<file path="config.mk">
export PLATFORM = sky130hd
export DESIGN_NAME = conv_frame_ctrl
export DESIGN_NICKNAME = d
export VERILOG_FILES = /design/src/rtl/conv_frame_ctrl.sv
export SDC_FILE = /design/constraint.sdc
export NUM_CORES = 1
export LEC_CHECK = 0
export CAP_MARGIN = 15
export CORE_ASPECT_RATIO = 1.2
export CORE_MARGIN = 5
export CORE_UTILIZATION = 57
export CTS_CLUSTER_SIZE = 14
export DETAILED_ROUTE_END_ITERATION = 6
export GPL_TIMING_DRIVEN = 0
export PLACE_DENSITY = 0.9
export SYNTH_ARGS = -nofsm -noshare
export SYNTH_HDL_FRONTEND = slang
export SYNTH_SLANG_ARGS = --single-unit
</file>
<file path="constraint.sdc">
create_clock -name clk -period 4.45 [get_ports clk]
set_input_delay 1.1125 -clock clk [delete_from_list [all_inputs] [get_ports clk]]
set_output_delay 1.1125 -clock clk [all_outputs]
set_load 0.005 [all_outputs]
</file>
<file path="src/rtl/conv_frame_ctrl.sv">
// Frame sequencer for the 3x3 convolution window memory: clears the memory pointers, issues
// ROWS*COLS window fetches (stallable by hold), then drains the pipeline and pulses done.
module conv_frame_ctrl #(
    parameter int COLS     = 256,
    parameter int ROWS     = 32,
    parameter int PIPE_LAT = 3
) (
    input  logic                    clk,
    input  logic                    rst,
    input  logic                    start,
    input  logic                    hold,
    output logic                    mem_clr,
    output logic                    rd_en,
    output logic                    wr_en,
    output logic [$clog2(ROWS)-1:0] row,
    output logic [$clog2(COLS)-1:0] col,
    output logic                    busy,
    output logic                    done
);

    localparam int RW    = $clog2(ROWS);
    localparam int CLW   = $clog2(COLS);
    localparam int CW    = $clog2(ROWS * COLS) + 1;
    localparam int DW    = $clog2(PIPE_LAT) + 1;
    localparam int TOTAL = ROWS * COLS;

    typedef enum logic [2:0] {
        IDLE,
        CLEAR,
        READ,
        DRAIN,
        DONE
    } state_t;

    state_t                state;
    state_t                state_next;
    logic [CW-1:0]         rd_cnt;
    logic [DW-1:0]         drain_cnt;
    logic [PIPE_LAT-1:0]   wr_sr;

    assign rd_en = (state == READ) && !hold;
    assign wr_en = wr_sr[PIPE_LAT-1];

    always_comb begin
        state_next = state;
        mem_clr    = 1'b0;
        busy       = 1'b1;
        done       = 1'b0;
        case (state)
            IDLE: begin
                busy = 1'b0;
                if (start) state_next = CLEAR;
            end
            CLEAR: begin
                mem_clr    = 1'b1;
                state_next = READ;
            end
            READ: begin
                if (rd_en && rd_cnt == CW'(TOTAL - 1)) state_next = DRAIN;
            end
            DRAIN: begin
                if (drain_cnt == DW'(PIPE_LAT - 1)) state_next = DONE;
            end
            DONE: begin
                done       = 1'b1;
                state_next = IDLE;
            end
            default: state_next = IDLE;
        endcase
    end

    // The write strobe is simply the read strobe delayed by the datapath latency, so every
    // fetch yields exactly one write regardless of stalls or which state we are in.
    always_ff @(posedge clk) begin
        if (rst) begin
            state     <= IDLE;
            row       <= '0;
            col       <= '0;
            rd_cnt    <= '0;
            drain_cnt <= '0;
            wr_sr     <= '0;
        end else begin
            state <= state_next;
            wr_sr <= (wr_sr << 1) | PIPE_LAT'(rd_en);

            if (state == IDLE && start) begin
                row    <= '0;
                col    <= '0;
                rd_cnt <= '0;
            end else if (rd_en) begin
                rd_cnt <= rd_cnt + CW'(1);
                if (col == CLW'(COLS - 1)) begin
                    col <= '0;
                    row <= (row == RW'(ROWS - 1)) ? '0 : row + RW'(1);
                end else begin
                    col <= col + CLW'(1);
                end
            end

            if (state == DRAIN) drain_cnt <= drain_cnt + DW'(1);
            else                drain_cnt <= '0;
        end
    end

endmodule

</file>
# == Word-level counts from Yosys, hierarchy flattened ==
# Index checks and enable logic that the tools add are counted.
# totals
regBits,36
latch_bits,0
mem_bits_rw,0
romBits,0
inputBits,4
output_inout_bits,18
word_cells,41
memories,0
# op_classes
n_addsub,4
multipliers,0
n_div,0
n_lt_le_gt_ge,0
eq_ne,11
shift,0
n_mux,9
bitwise,2
reduce_logical,9
# ops
cell,n
$add A14 B1 Y14 const B,1
$eq A14 B13 Y1 const B,1
$pmux W3 S4,1
$eq A3 B2 Y1 const B,3
$mux W3,3
$add A8 B1 Y8 const B,1
$eq A8 B8 Y1 const B,1
$mux W8,1
$add A5 B1 Y5 const B,1
$eq A5 B5 Y1 const B,1
$mux W5,1
$ne A2 B2 Y1 const B,2
$reduce_or A2 Y1,2
$add A3 B1 Y3 const B,1
$eq A3 B1 Y1 const B,1
$eq A3 B3 Y1 const B,1
$logic_and A1 B1 Y1,3
$logic_not A3 Y1,1
$mux W1,3
$or A3 B1 Y3,1
$reduce_and A3 Y1,1
$ne A2 B1 Y1 const B,1
$reduce_and A2 Y1,1
$logic_not A1 Y1,1
$not A1 Y1,1

# == Longest topological paths before layout ==
# Gate-level depths: netlist of the first run.
# depth
word_depth,5
mapped_depth,8
mapped_depth_nobuf,6

# == Worst setup path before layout of the first run ==
# OpenSTA, ideal clock, no wires.
# synth_timing
kind,input to output
start,in hold
end,out rd_en
arrival_ps,2071
required_ps,3338
path_slack_ps,1266
cell_stages,4
n_path_buf,2
path_cell_list,or4b_4 -> buf_6 -> inv_1 -> clkbuf_1
# synth_via
elab_chain_len,2
# synth_rtl
item,line_no,text
start: declaration,11,"input logic hold,"
$logic_not A1 Y1,41,assign rd_en = (state == READ) && !hold;
$logic_and A1 B1 Y1,41,
end: declaration,13,"output logic rd_en,"
# No other way between the ends.

# == Final worst setup path of the first run ==
# Same ends and word-level chain as after synthesis.

==> impl_metrics.env, run 1 <==
export IMPL_status="finished, final reports clean"
export IMPL_peakVddDrop_mv=0.242
export IMPL_rsz0062_at_grt="no"
export IMPL_cts_root_buf="clkbuf_4"
export IMPL_clock_path_buffers=2
export IMPL_yosysSeqAreaShare_pct=44.9
export IMPL_end_kind="primary output"
export IMPL_overflow=0
export IMPL_diodes=0
export IMPL_cts_sinks=36
export IMPL_switching_power_mw=0.131
export IMPL_synthFlopType="dfxtp_1"
export IMPL_cts_made_buffers=5
export IMPL_post_route_drc_count=0
export IMPL_path_buf_inv=5
export IMPL_wl_per_cell_um=11.6
export IMPL_finalWirelength_mm=2.88
export IMPL_grt_pass1_wl_mm=5.16
export IMPL_power_density_nw_per_um2=290
export IMPL_drive_above_1_share_pct=6.54
export IMPL_path_common_cell="clkdlybuf4s50_1"
export IMPL_syn_num_nets=195
export IMPL_synthesis_area_um2=1610
export IMPL_firstDrtPassIters=4
export IMPL_fin_crit_sh_pct=96.7
export IMPL_async_flop_share_pct=0
export IMPL_rows=21
export IMPL_grt_max_degree=11
export IMPL_ctsHoldBuffers=0
export IMPL_synth_cell_types=35
export IMPL_cp_cell_sequence="clkdlybuf4s50_1 -> or4b_4 -> buf_6 -> inv_1 -> clkbuf_1 -> clkdlybuf4s50_1"
export IMPL_worst_slew_pin_slew_ns=0.492
export IMPL_criticalPathCategory="in2out"
export IMPL_critPathMaxFanout=10
export IMPL_fmax_mhz=232
export IMPL_max_stage_delay_ns=0.59
export IMPL_total_power_mw=0.557
export IMPL_clk_latency_ns=0.35
export IMPL_synth_top_area_share_pct=44.9
export IMPL_p_clk_share_pct=32.3
export IMPL_path_delay_family="buffers and inverters"
export IMPL_io_pins=22
export IMPL_comb_power_share_pct=8.7
export IMPL_cp_start_kind="primary input"
export IMPL_holdCritPathClass="reg2reg"
export IMPL_design_die_area_um2=3980
export IMPL_max_cap_viol_count=0
export IMPL_report_final_slew_viol_count=0
export IMPL_finalSetupViolations=0
export IMPL_area_growth_pct=19.4
export IMPL_gp_congestion=0.812
export IMPL_post_cts_setup_buffers=0
export IMPL_grt_pass1_vias=1239
export IMPL_num_vias=1350
export IMPL_finalSetupTns_ns=0
export IMPL_arrival_ns=3.19
export IMPL_postSynthCellCount=185
export IMPL_startpoint="hold"
export IMPL_layout_nets=223
export IMPL_cts_max_level=2
export IMPL_netlist_top_cell_by_area="dfxtp_1"
export IMPL_die_y_um=68.2
export IMPL_worstHoldStart="drain_cnt[0]$_SDFF_PP0_"
export IMPL_dp_hpwl_mm=2.15
export IMPL_cts_resized_gates=0
export IMPL_fin_crit_ns=4.30
export IMPL_ant_nets=0
export IMPL_start_util_pct=58.2
export IMPL_hold_violations=0
export IMPL_rr_startpoint="state[0]$_SDFFE_PP0P_"
export IMPL_power_leakage_nw=0.659
export IMPL_syn_avg_cell_area_um2=8.68
export IMPL_fp_coreArea_um2=2760
export IMPL_ys_top_cells_by_area="dfxtp_1 (45%), nor2_1 (5.8%), xnor2_1 (5.5%), nand2_1 (4.9%), ha_1 (4.7%)"
export IMPL_yosys_warnings=0
export IMPL_viasPerCell=5.44
export IMPL_drt_iter0_drc=38
export IMPL_grtUsageTotal_pct=16.9
export IMPL_crit_path_top_delay_cell="clkdlybuf4s50_1"
export IMPL_power_frac_seq_pct=59.0
export IMPL_clk_pin_slew_worst_paths_ns=0.09
export IMPL_cts_tree="yes"
export IMPL_synth_seq_cells=36
export IMPL_portBuffers=21
export IMPL_maxSlewHeadroom_pct=67.2
export IMPL_swShare_pct=23.5
export IMPL_internal_power_mw=0.426
export IMPL_required_ns=3.34
export IMPL_die_w_um=58.5
export IMPL_finalClockSkew_ns=0.00836
export IMPL_antenna_found_initial=0
export IMPL_synth_edf_count=0
-- per-stage QoR --
stage	area (um2)	hold slack, ns	cells	worst slack, ns	util, %
2_1_floorplan	1610	0.414	185	1.27	-
3_3_place_gp	1860	0.420	240	0.134	67.4
3_5_place_dp	1860	0.438	240	0.131	67.4
4_1_cts	1920	0.457	248	0.132	69.5
5_1_grt	1920	0.479	248	0.0398	69.5
6_report	1920	0.456	248	0.146	69.5
-- layout by cell type, fill, tap and decap left out, types with 2 or more instances in the layout --
cell and count:
xnor2_1 10, o21ai_0 5, nor3b_1 3, dfxtp_1 36, nand4_1 6, buf_6 2, and3_1 2, clkbuf_4 5
nor2b_1 3, or4_1 3, clkdlybuf4s50_1 21, clkbuf_1 6, nor3_1 6, nand2_1 21, xor2_1 6, nand3_1 8
inv_1 6, nor2_1 25, nor4_1 2, or3_1 6, ha_1 6, o211ai_1 2, a21oi_1 9
-- final timing paths --
path,slack [ns],cells after the start,end
hold reg to reg,0.46,1,drain_cnt[0]$_SDFF_PP0_
hold / removal,0.46,1,drain_cnt[0]$_SDFF_PP0_
setup reg to reg,2.17,7,row[0]$_SDFFE_PP0P_
setup / recovery,0.15,6,rd_en
-- sequential cells by signal, summed over array words and instances (netlist names) --
register	count
rd_cnt	14
state	3
col	8
drain_cnt	3
row	5
wr_sr	3
-- cell families (layout without fill, tap and decap cells) --
family / Yosys count / after routing / synth area share [%]
DFF: 36 / 36 / 44.9
adders and majority gates: 6 / 6 / 4.67
AOI/OAI and AO/OA: 21 / 21 / 8.10
and+or+nand+nor: 92 / 92 / 29.4
buffers and inverters: 14 / 43 / 4.28
xor gates and xnor gates: 16 / 16 / 8.72
-- power by group through the flow --
stage | Clock (mW) | Sequential [mW] | Combinational (mW)
CTS | 0.189 | 0.329 | 0.0491
detailed placement | 0 | 0.336 | 0.0488
finish | 0.180 | 0.329 | 0.0484
floorplan | 0 | 0.336 | 0.0305
global route | 0.198 | 0.330 | 0.0545
global placement | 0 | 0.336 | 0.0488
-- synthesized netlist by cell type, types with 2 or more instances --
library cell  instances
nand2_1              21
ha_1                  6
inv_1                 6
nor3b_1               3
nor3_1                6
xor2_1                6
or4_1                 3
o211ai_1              2
o21ai_0               5
xnor2_1              10
nor2_1               25
nand4_1               6
nand3_1               8
or3_1                 6
buf_6                 2
nor4_1                2
nor2b_1               3
and3_1                2
a21oi_1               9
clkbuf_1              4
dfxtp_1              36
-- worst register-to-register path, stage by stage (launching register included) --
cell and delay, ns:
dfxtp_1 0.32, buf_6 0.13, or4b_4 0.53, buf_6 0.15
or4_1 0.49, clkbuf_2 0.16, or3_1 0.33, a21oi_2 0.13
-- routing by layer --
| metal | GRT usage (%) | wire [um] |
|---|---|---|
| met1 | 18.6 | 1280 |
| met5 | 0 | 0 |
| met3 | 6.23 | 132 |
| met4 | 8.99 | 64 |
| met2 | 28.2 | 1400 |
-- final cells by class --
cell class | count | area, um2
Timing Repair Buffer | 21 | 210
Buffer | 8 | 46.3
Clock buffer | 8 | 58.8
Inverter | 6 | 22.5
Multi-Input combinational cell | 135 | 817
Sequential cell | 36 | 721
Fill cell | 238 | 841
Tap cell | 34 | 42.5
Power figures use the tool's default switching activity.
==> run 2: changes to the inputs <==
--- a/config.mk
+++ b/config.mk
@@ -11,6 +11,7 @@
 export CORE_UTILIZATION = 57
 export CTS_CLUSTER_SIZE = 14
 export DETAILED_ROUTE_END_ITERATION = 6
+export GPL_ROUTABILITY_DRIVEN = 0
 export GPL_TIMING_DRIVEN = 0
 export PLACE_DENSITY = 0.9
 export SYNTH_ARGS = -nofsm -noshare
==> results of run 2 <==
Same layout as run 1: the final DEF is identical, and so are final timing and power.
